<file path="src/rtl/cpu_pkg.sv">
// Shared types and constants for the ARM-subset control unit.
package cpu_pkg;

    typedef enum logic [2:0] {
        S_IDLE,
        S_RUN,
        S_PAUSE,
        S_STEP,
        S_HALT
    } state_t;

    // ALUControl encodings
    localparam logic [2:0] ALU_ADD = 3'b000;
    localparam logic [2:0] ALU_SUB = 3'b001;
    localparam logic [2:0] ALU_AND = 3'b010;
    localparam logic [2:0] ALU_ORR = 3'b011;
    localparam logic [2:0] ALU_EOR = 3'b100;
    localparam logic [2:0] ALU_MOV = 3'b101;

    // ImmSrc encodings
    localparam logic [1:0] IMM_DP  = 2'b00;
    localparam logic [1:0] IMM_MEM = 2'b01;
    localparam logic [1:0] IMM_BR  = 2'b10;

    // Instruction classes in Instr[27:26]
    localparam logic [1:0] OP_DP  = 2'b00;
    localparam logic [1:0] OP_MEM = 2'b01;
    localparam logic [1:0] OP_BR  = 2'b10;

    // Data-processing commands in Instr[24:21]
    localparam logic [3:0] CMD_AND = 4'b0000;
    localparam logic [3:0] CMD_EOR = 4'b0001;
    localparam logic [3:0] CMD_SUB = 4'b0010;
    localparam logic [3:0] CMD_ADD = 4'b0100;
    localparam logic [3:0] CMD_CMP = 4'b1010;
    localparam logic [3:0] CMD_ORR = 4'b1100;
    localparam logic [3:0] CMD_MOV = 4'b1101;

    // Condition codes in Instr[31:28]
    localparam logic [3:0] COND_EQ = 4'h0;
    localparam logic [3:0] COND_NE = 4'h1;
    localparam logic [3:0] COND_CS = 4'h2;
    localparam logic [3:0] COND_CC = 4'h3;
    localparam logic [3:0] COND_MI = 4'h4;
    localparam logic [3:0] COND_PL = 4'h5;
    localparam logic [3:0] COND_VS = 4'h6;
    localparam logic [3:0] COND_VC = 4'h7;
    localparam logic [3:0] COND_HI = 4'h8;
    localparam logic [3:0] COND_LS = 4'h9;
    localparam logic [3:0] COND_GE = 4'hA;
    localparam logic [3:0] COND_LT = 4'hB;
    localparam logic [3:0] COND_GT = 4'hC;
    localparam logic [3:0] COND_LE = 4'hD;
    localparam logic [3:0] COND_AL = 4'hE;

    localparam logic [31:0] HALT_INSTR = 32'hEF000000;

endpackage

</file>
<file path="src/rtl/cpu_sequencer_cond_check.sv">
// Evaluates an ARM condition field against registered NZCV flags.
module cond_check
    import cpu_pkg::*;
(
    input  logic [3:0] cond,
    input  logic [3:0] flags,
    output logic       pass
);

    logic n, z, c, v;
    assign {n, z, c, v} = flags;

    // Standard ARM condition table; 1111 behaves as AL
    always_comb begin
        pass = 1'b1;
        case (cond)
            COND_EQ: pass = z;
            COND_NE: pass = ~z;
            COND_CS: pass = c;
            COND_CC: pass = ~c;
            COND_MI: pass = n;
            COND_PL: pass = ~n;
            COND_VS: pass = v;
            COND_VC: pass = ~v;
            COND_HI: pass = c & ~z;
            COND_LS: pass = ~c | z;
            COND_GE: pass = (n == v);
            COND_LT: pass = (n != v);
            COND_GT: pass = ~z & (n == v);
            COND_LE: pass = z | (n != v);
            COND_AL: pass = 1'b1;
            default: pass = 1'b1;
        endcase
    end

endmodule

</file>
<file path="src/rtl/cpu_sequencer.sv">
// Decode, NZCV ownership and run/step/halt sequencing for the single-cycle datapath.
module cpu_sequencer
    import cpu_pkg::*;
(
    input  logic        clk,
    input  logic        rst,
    input  logic        run,
    input  logic        step,
    input  logic [31:0] Instr,
    input  logic [3:0]  ALUFlags,
    output logic        pc_en,
    output logic        RegWrite,
    output logic        MemWrite,
    output logic        MemtoReg,
    output logic        ALUSrc,
    output logic        PCSrc,
    output logic [1:0]  RegSrc,
    output logic [1:0]  ImmSrc,
    output logic [2:0]  ALUControl,
    output logic [3:0]  flags,
    output logic        halted
);

    state_t state, state_nxt;

    logic       is_halt, exec, cond_pass, commit, show;
    logic       alu_src_d, memtoreg_d, reg_w_d, mem_w_d, flag_w_d, branch_d;
    logic [1:0] reg_src_d, imm_src_d;
    logic [2:0] alu_ctl_d;

    cond_check u_cond (
        .cond  (Instr[31:28]),
        .flags (flags),
        .pass  (cond_pass)
    );

    // Sequencer state register
    always_ff @(posedge clk) begin
        if (rst) state <= S_IDLE;
        else     state <= state_nxt;
    end

    // Run/step/halt transitions; a halt instruction wins over run/step changes
    always_comb begin
        state_nxt = state;
        case (state)
            S_IDLE:  if (run) state_nxt = S_RUN;
                     else if (step) state_nxt = S_STEP;
            S_RUN:   if (is_halt) state_nxt = S_HALT;
                     else if (!run) state_nxt = S_PAUSE;
            S_PAUSE: if (run) state_nxt = S_RUN;
                     else if (step) state_nxt = S_STEP;
            S_STEP:  state_nxt = is_halt ? S_HALT : S_PAUSE;
            S_HALT:  state_nxt = S_HALT;
            default: state_nxt = S_IDLE;
        endcase
    end

    // Raw instruction decode, before any execution or condition gating
    always_comb begin
        alu_src_d  = 1'b0;
        imm_src_d  = IMM_DP;
        reg_src_d  = 2'b00;
        memtoreg_d = 1'b0;
        alu_ctl_d  = ALU_ADD;
        reg_w_d    = 1'b0;
        mem_w_d    = 1'b0;
        flag_w_d   = 1'b0;
        branch_d   = 1'b0;
        case (Instr[27:26])
            OP_DP: begin
                alu_src_d = Instr[25];
                case (Instr[24:21])
                    CMD_AND: begin alu_ctl_d = ALU_AND; reg_w_d = 1'b1; flag_w_d = Instr[20]; end
                    CMD_EOR: begin alu_ctl_d = ALU_EOR; reg_w_d = 1'b1; flag_w_d = Instr[20]; end
                    CMD_SUB: begin alu_ctl_d = ALU_SUB; reg_w_d = 1'b1; flag_w_d = Instr[20]; end
                    CMD_ADD: begin alu_ctl_d = ALU_ADD; reg_w_d = 1'b1; flag_w_d = Instr[20]; end
                    CMD_ORR: begin alu_ctl_d = ALU_ORR; reg_w_d = 1'b1; flag_w_d = Instr[20]; end
                    CMD_MOV: begin alu_ctl_d = ALU_MOV; reg_w_d = 1'b1; flag_w_d = Instr[20]; end
                    // Compare: subtract for flags only, no destination write
                    CMD_CMP: begin alu_ctl_d = ALU_SUB; flag_w_d = 1'b1; end
                    default: ;
                endcase
            end
            OP_MEM: begin
                alu_src_d = 1'b1;
                imm_src_d = IMM_MEM;
                if (Instr[20]) begin
                    reg_w_d    = 1'b1;
                    memtoreg_d = 1'b1;
                end else begin
                    mem_w_d   = 1'b1;
                    reg_src_d = 2'b10;
                end
            end
            OP_BR: begin
                reg_src_d = 2'b01;
                imm_src_d = IMM_BR;
                alu_src_d = 1'b1;
                branch_d  = 1'b1;
            end
            default: ;
        endcase
    end

    // An instruction retires only in RUN/STEP, never for the halt word and never under reset
    assign is_halt = (Instr == HALT_INSTR);
    assign exec    = ((state == S_RUN) || (state == S_STEP)) && !is_halt && !rst;
    assign commit  = exec && cond_pass;
    assign show    = (state != S_IDLE);

    assign pc_en      = exec;
    assign RegWrite   = commit && reg_w_d;
    assign MemWrite   = commit && mem_w_d;
    assign PCSrc      = commit && (branch_d || (reg_w_d && (Instr[15:12] == 4'hF)));
    assign ALUSrc     = show && alu_src_d;
    assign MemtoReg   = show && memtoreg_d;
    assign RegSrc     = show ? reg_src_d : 2'b00;
    assign ImmSrc     = show ? imm_src_d : IMM_DP;
    assign ALUControl = show ? alu_ctl_d : ALU_ADD;
    assign halted     = (state == S_HALT);

    // NZCV register, loaded at the end of a retiring flag-setting instruction
    always_ff @(posedge clk) begin
        if (rst)                        flags <= 4'b0000;
        else if (commit && flag_w_d)    flags <= ALUFlags;
    end

endmodule

</file>
<file path="config.mk">
export PLATFORM = sky130hd
export DESIGN_NAME = cpu_sequencer
export DESIGN_NICKNAME = d
export VERILOG_FILES = /design/src/rtl/cpu_pkg.sv /design/src/rtl/cpu_sequencer_cond_check.sv /design/src/rtl/cpu_sequencer.sv
export SDC_FILE = /design/constraint.sdc
export NUM_CORES = 1
export LEC_CHECK = 0
export BUFFER_PORTS_ARGS = -buffer_cell sky130_fd_sc_hd__buf_4
export CORE_MARGIN = 2
export CORE_UTILIZATION = 45
export DETAILED_ROUTE_END_ITERATION = 16
export GPL_TIMING_DRIVEN = 0
export PLACE_DENSITY_LB_ADDON = 0.12
export SYNTH_ARGS = -nofsm -noshare
export SYNTH_HDL_FRONTEND = slang
export SYNTH_SLANG_ARGS = --single-unit
export TNS_END_PERCENT = 5
</file>
<file path="constraint.sdc">
create_clock -name clk -period 3.7 [get_ports clk]
set_input_delay 0.74 -clock clk [delete_from_list [all_inputs] [get_ports clk]]
set_output_delay 0.74 -clock clk [all_outputs]
set_load 0.02 [all_outputs]
</file>
==> impl_metrics.prom <==
# TYPE chip_impl_metric gauge
chip_impl_metric{name="area_of_all_placed_cells_without_fillers",unit="sq um"} 1370
chip_impl_metric{name="critical_path.max_fanout",unit=""} 5
chip_impl_metric{name="netlist-cell-type-count",unit=""} 43
chip_impl_metric{name="globalRouteMet2Util",unit="%"} 41.1
chip_impl_metric{name="global_route.usage.met3",unit="%"} 4.91
chip_impl_info{name="cts_tree",value="yes"} 1
chip_impl_metric{name="drt_pass_1_iters",unit=""} 4
chip_impl_metric{name="static-leakage-power",unit="nW"} 0.620
chip_impl_info{name="endpoint_kind",value="primary output"} 1
chip_impl_metric{name="io_buffer_count",unit=""} 53
chip_impl_metric{name="groute.usage.overall",unit="%"} 22.4
chip_impl_metric{name="irDropWorstVdd",unit="V"} 0.000199
chip_impl_metric{name="htreeDepth",unit=""} 1
chip_impl_metric{name="net-switching-power",unit="mW"} 0.0829
chip_impl_metric{name="hold_viol_final",unit=""} 0
chip_impl_metric{name="post-cts-setup-buffer-count",unit=""} 0
chip_impl_metric{name="cts_buffer_depth",unit=""} 2
chip_impl_metric{name="drive_above_1_share",unit="%"} 38.7
chip_impl_info{name="cp_launch_type",value="primary input"} 1
chip_impl_metric{name="worst_slew_margin_relative_to_its_limit",unit="%"} 65.8
chip_impl_metric{name="clk_pin_slew_worst_paths",unit="ns"} 0.05
chip_impl_info{name="outcome",value="finished clean"} 1
chip_impl_metric{name="tritoncts.num_buffers",unit=""} 3
chip_impl_metric{name="gp_routability_congestion",unit=""} 0.799
chip_impl_metric{name="max-cap-violations",unit=""} 0
chip_impl_metric{name="n_antenna_cell",unit=""} 0
chip_impl_info{name="timing_worst_setup_path_type",value="in -> out"} 1
chip_impl_metric{name="floorplan.initialDensity",unit="%"} 46.8
chip_impl_metric{name="share_seq_of_total_power",unit="%"} 31.2
chip_impl_metric{name="die_h",unit="um"} 48.9
chip_impl_metric{name="routed_wl",unit="um"} 2580
chip_impl_metric{name="timing.fmax",unit="MHz"} 324
chip_impl_metric{name="placement.cell_area",unit="sq um"} 1340
chip_impl_metric{name="final_max_slew_viol_count",unit=""} 0
chip_impl_metric{name="route.antenna.remaining_nets",unit=""} 0
chip_impl_metric{name="grt_start_max_net_pins",unit=""} 11
chip_impl_metric{name="switching_share",unit="%"} 32.3
chip_impl_metric{name="critPathRequiredTime",unit="ns"} 2.96
chip_impl_metric{name="clock_skews",unit="ns"} 0.00267
chip_impl_metric{name="power.density",unit="nW/um^2"} 188
chip_impl_metric{name="final.period_utilization",unit="%"} 83.4
chip_impl_metric{name="synth_fp_nets",unit=""} 157
chip_impl_metric{name="first_pass_grt_wire_length",unit="um"} 4250
chip_impl_metric{name="syn2layout_area_growth",unit="%"} 50.4
chip_impl_metric{name="summed_instance_area_of_the_synthesized_netlist",unit="sq um"} 908
chip_impl_metric{name="detail_route.vias_per_cell",unit=""} 5.39
chip_impl_metric{name="totalNegativeSetupSlack",unit="ns"} 0
chip_impl_metric{name="die_width",unit="um"} 48.9
chip_impl_metric{name="synthesis.area_per_instance",unit="sq um"} 8.18
chip_impl_info{name="grt_busiest_layer",value="met2"} 1
chip_impl_metric{name="fp.coreArea",unit="sq um"} 1940
chip_impl_metric{name="timing.final.crit_period",unit="ns"} 3.09
chip_impl_metric{name="first_global_vias",unit=""} 1051
chip_impl_metric{name="floorplan.die_area",unit="sq um"} 2390
chip_impl_metric{name="number_of_buffers_added_to_fix_hold_violations_after_cts",unit=""} 0
chip_impl_metric{name="clk_latency",unit="ns"} 0.26
chip_impl_metric{name="detailed_place_hpwl",unit="um"} 2120
chip_impl_metric{name="initial_antenna_violation_count",unit=""} 0
chip_impl_metric{name="synthArstFlopShare",unit="%"} 0
chip_impl_metric{name="worst-slew-pin-transition",unit="ns"} 0.509
chip_impl_metric{name="synthesis_stage_register_bit_count",unit=""} 7
chip_impl_metric{name="detail_route.wl_per_cell",unit="um"} 13.2
chip_impl_metric{name="globalRouteOverflowTotal",unit=""} 0
chip_impl_metric{name="drt_first_iter_violations",unit=""} 9
chip_impl_metric{name="netlist_instances",unit=""} 111
chip_impl_metric{name="power.clock.fraction",unit="%"} 28.1
chip_impl_metric{name="synthesis.yosys.warnings",unit=""} 0
chip_impl_metric{name="globalRouteMet1Util",unit="%"} 25.2
chip_impl_metric{name="number_of_rows_in_the_core_area",unit=""} 16
chip_impl_metric{name="cp.arrival",unit="ns"} 2.35
chip_impl_metric{name="synth_enable_flop_cells",unit=""} 0
chip_impl_metric{name="final_net_count",unit=""} 215
chip_impl_info{name="min_path_type",value="reg -> reg"} 1
chip_impl_metric{name="post_cts_resize_count",unit=""} 0
chip_impl_metric{name="pwr-share-comb",unit="%"} 40.7
chip_impl_metric{name="final_setup_violation_count",unit=""} 0
chip_impl_metric{name="tritoncts_num_sinks",unit=""} 7
chip_impl_metric{name="routed-via-count",unit=""} 1051
chip_impl_metric{name="synth.yosys.seq_area_share",unit="%"} 15.4
chip_impl_metric{name="design.portCount",unit=""} 58
chip_impl_info{name="unrepaired_setup_endpoints_after_global_routing",value="no"} 1
chip_impl_metric{name="route.detailed.drc",unit=""} 0
chip_impl_info{name="ctsRootBufferMaster",value="sky130_fd_sc_hd__clkbuf_4"} 1
chip_impl_metric{name="intPower",unit="mW"} 0.174
chip_impl_info{name="ys_flop_type",value="sky130_fd_sc_hd__dfxtp_1"} 1
-- Yosys cell counts, drive strengths merged (2+ instances only) --
cell type  count  area (sq um)
mux2i          8          80.1
xnor2          3          26.3
nor3           4          20.0
nand4          3          18.8
o21ai          5          25.0
a21oi          4          20.0
ha             6          75.1
buf            5          36.3
inv            3          11.3
nor4b          3          26.3
and2           2          12.5
nor2           9          33.8
and3           2          12.5
nand3b         2          15.0
or3            2          12.5
nor4           5          31.3
nand2b         7          43.8
dfxtp          7           140
nor2b          4          25.0
xor2           2          17.5
nand2          2          7.51
nor3b          5          37.5
or3b           2          17.5
-- per-layer routing --
| metal | part of all wire (%) | wire length, um |
|---|---|---|
| met5 | 0 | 0 |
| met4 | 0.81 | 21 |
| met3 | 4.6 | 119 |
| met2 | 52 | 1330 |
| met1 | 43 | 1100 |
-- logic make-up after synthesis --
group | Yosys count | synth area share (%)
compound gates | 18 | 16.1
xor+xnor | 5 | 4.82
fa+ha+maj | 7 | 9.50
buf+inv | 9 | 5.65
flops | 7 | 15.4
mux | 8 | 8.82
simple gates | 57 | 39.7
-- per-stage QoR --
stage	cells	hold slack, ns	util, %	total power, mW	setup slack, ns
floorplan	111	0.508	-	0.133	0.731
global placement	191	0.503	69.0	0.182	0.641
detailed placement	191	0.512	69.0	0.186	0.602
CTS	195	0.522	70.4	0.259	0.605
global route	195	0.552	70.4	0.271	0.484
finish	195	0.522	70.4	0.257	0.614
-- cell type report --
class / count / area, sq um
multi-input combinational: 95 / 717
fill: 168 / 576
timing repair buffer: 53 / 398
sequential: 7 / 140
buffer: 6 / 40.0
tap: 27 / 33.8
clock buffer: 4 / 26.3
inverter: 3 / 11.3
-- placed cells by master, fill, tap and decap left out, types with 4 or more instances in the layout --
master	n
sky130_fd_sc_hd__buf_4	55
sky130_fd_sc_hd__nor2_1	9
sky130_fd_sc_hd__mux2i_1	8
sky130_fd_sc_hd__nand2b_1	7
sky130_fd_sc_hd__dfxtp_1	7
sky130_fd_sc_hd__ha_1	6
sky130_fd_sc_hd__nor3b_1	5
sky130_fd_sc_hd__nor4_1	5
sky130_fd_sc_hd__a21oi_1	4
sky130_fd_sc_hd__nor2b_1	4
sky130_fd_sc_hd__nor3_1	4
-- final timing paths --
kind              depth (start not counted)       end       from  slack (ns)
setup / recovery                          8     PCSrc  Instr[27]        0.61
hold / removal                            2  flags[1]   flags[1]        0.52
setup reg to reg                          5  flags[0]   flags[2]        1.86
hold reg to reg                           2  flags[1]   flags[1]        0.52
-- power by group through the flow --
stage	clock network (mW)	logic, mW	registers, mW
6_report	0.0721	0.105	0.0801
5_1_grt	0.0762	0.114	0.0807
4_1_cts	0.0746	0.104	0.0800
3_5_place_dp	0	0.104	0.0816
3_3_place_gp	0	0.101	0.0814
2_1_floorplan	0	0.0523	0.0809
-- worst max-delay path: stages --
cell,delay [ns]
sky130_fd_sc_hd__buf_4,0.11
sky130_fd_sc_hd__ha_1,0.13
sky130_fd_sc_hd__nor4b_1,0.23
sky130_fd_sc_hd__nand4_1,0.17
sky130_fd_sc_hd__o21ai_1,0.45
sky130_fd_sc_hd__a211o_1,0.20
sky130_fd_sc_hd__o21ba_1,0.16
sky130_fd_sc_hd__buf_4,0.15
-- flip-flops by register name (all words and copies together), names as in the netlist --
register,flops
flags,4
state,3
(Power assumes the default switching activity.)
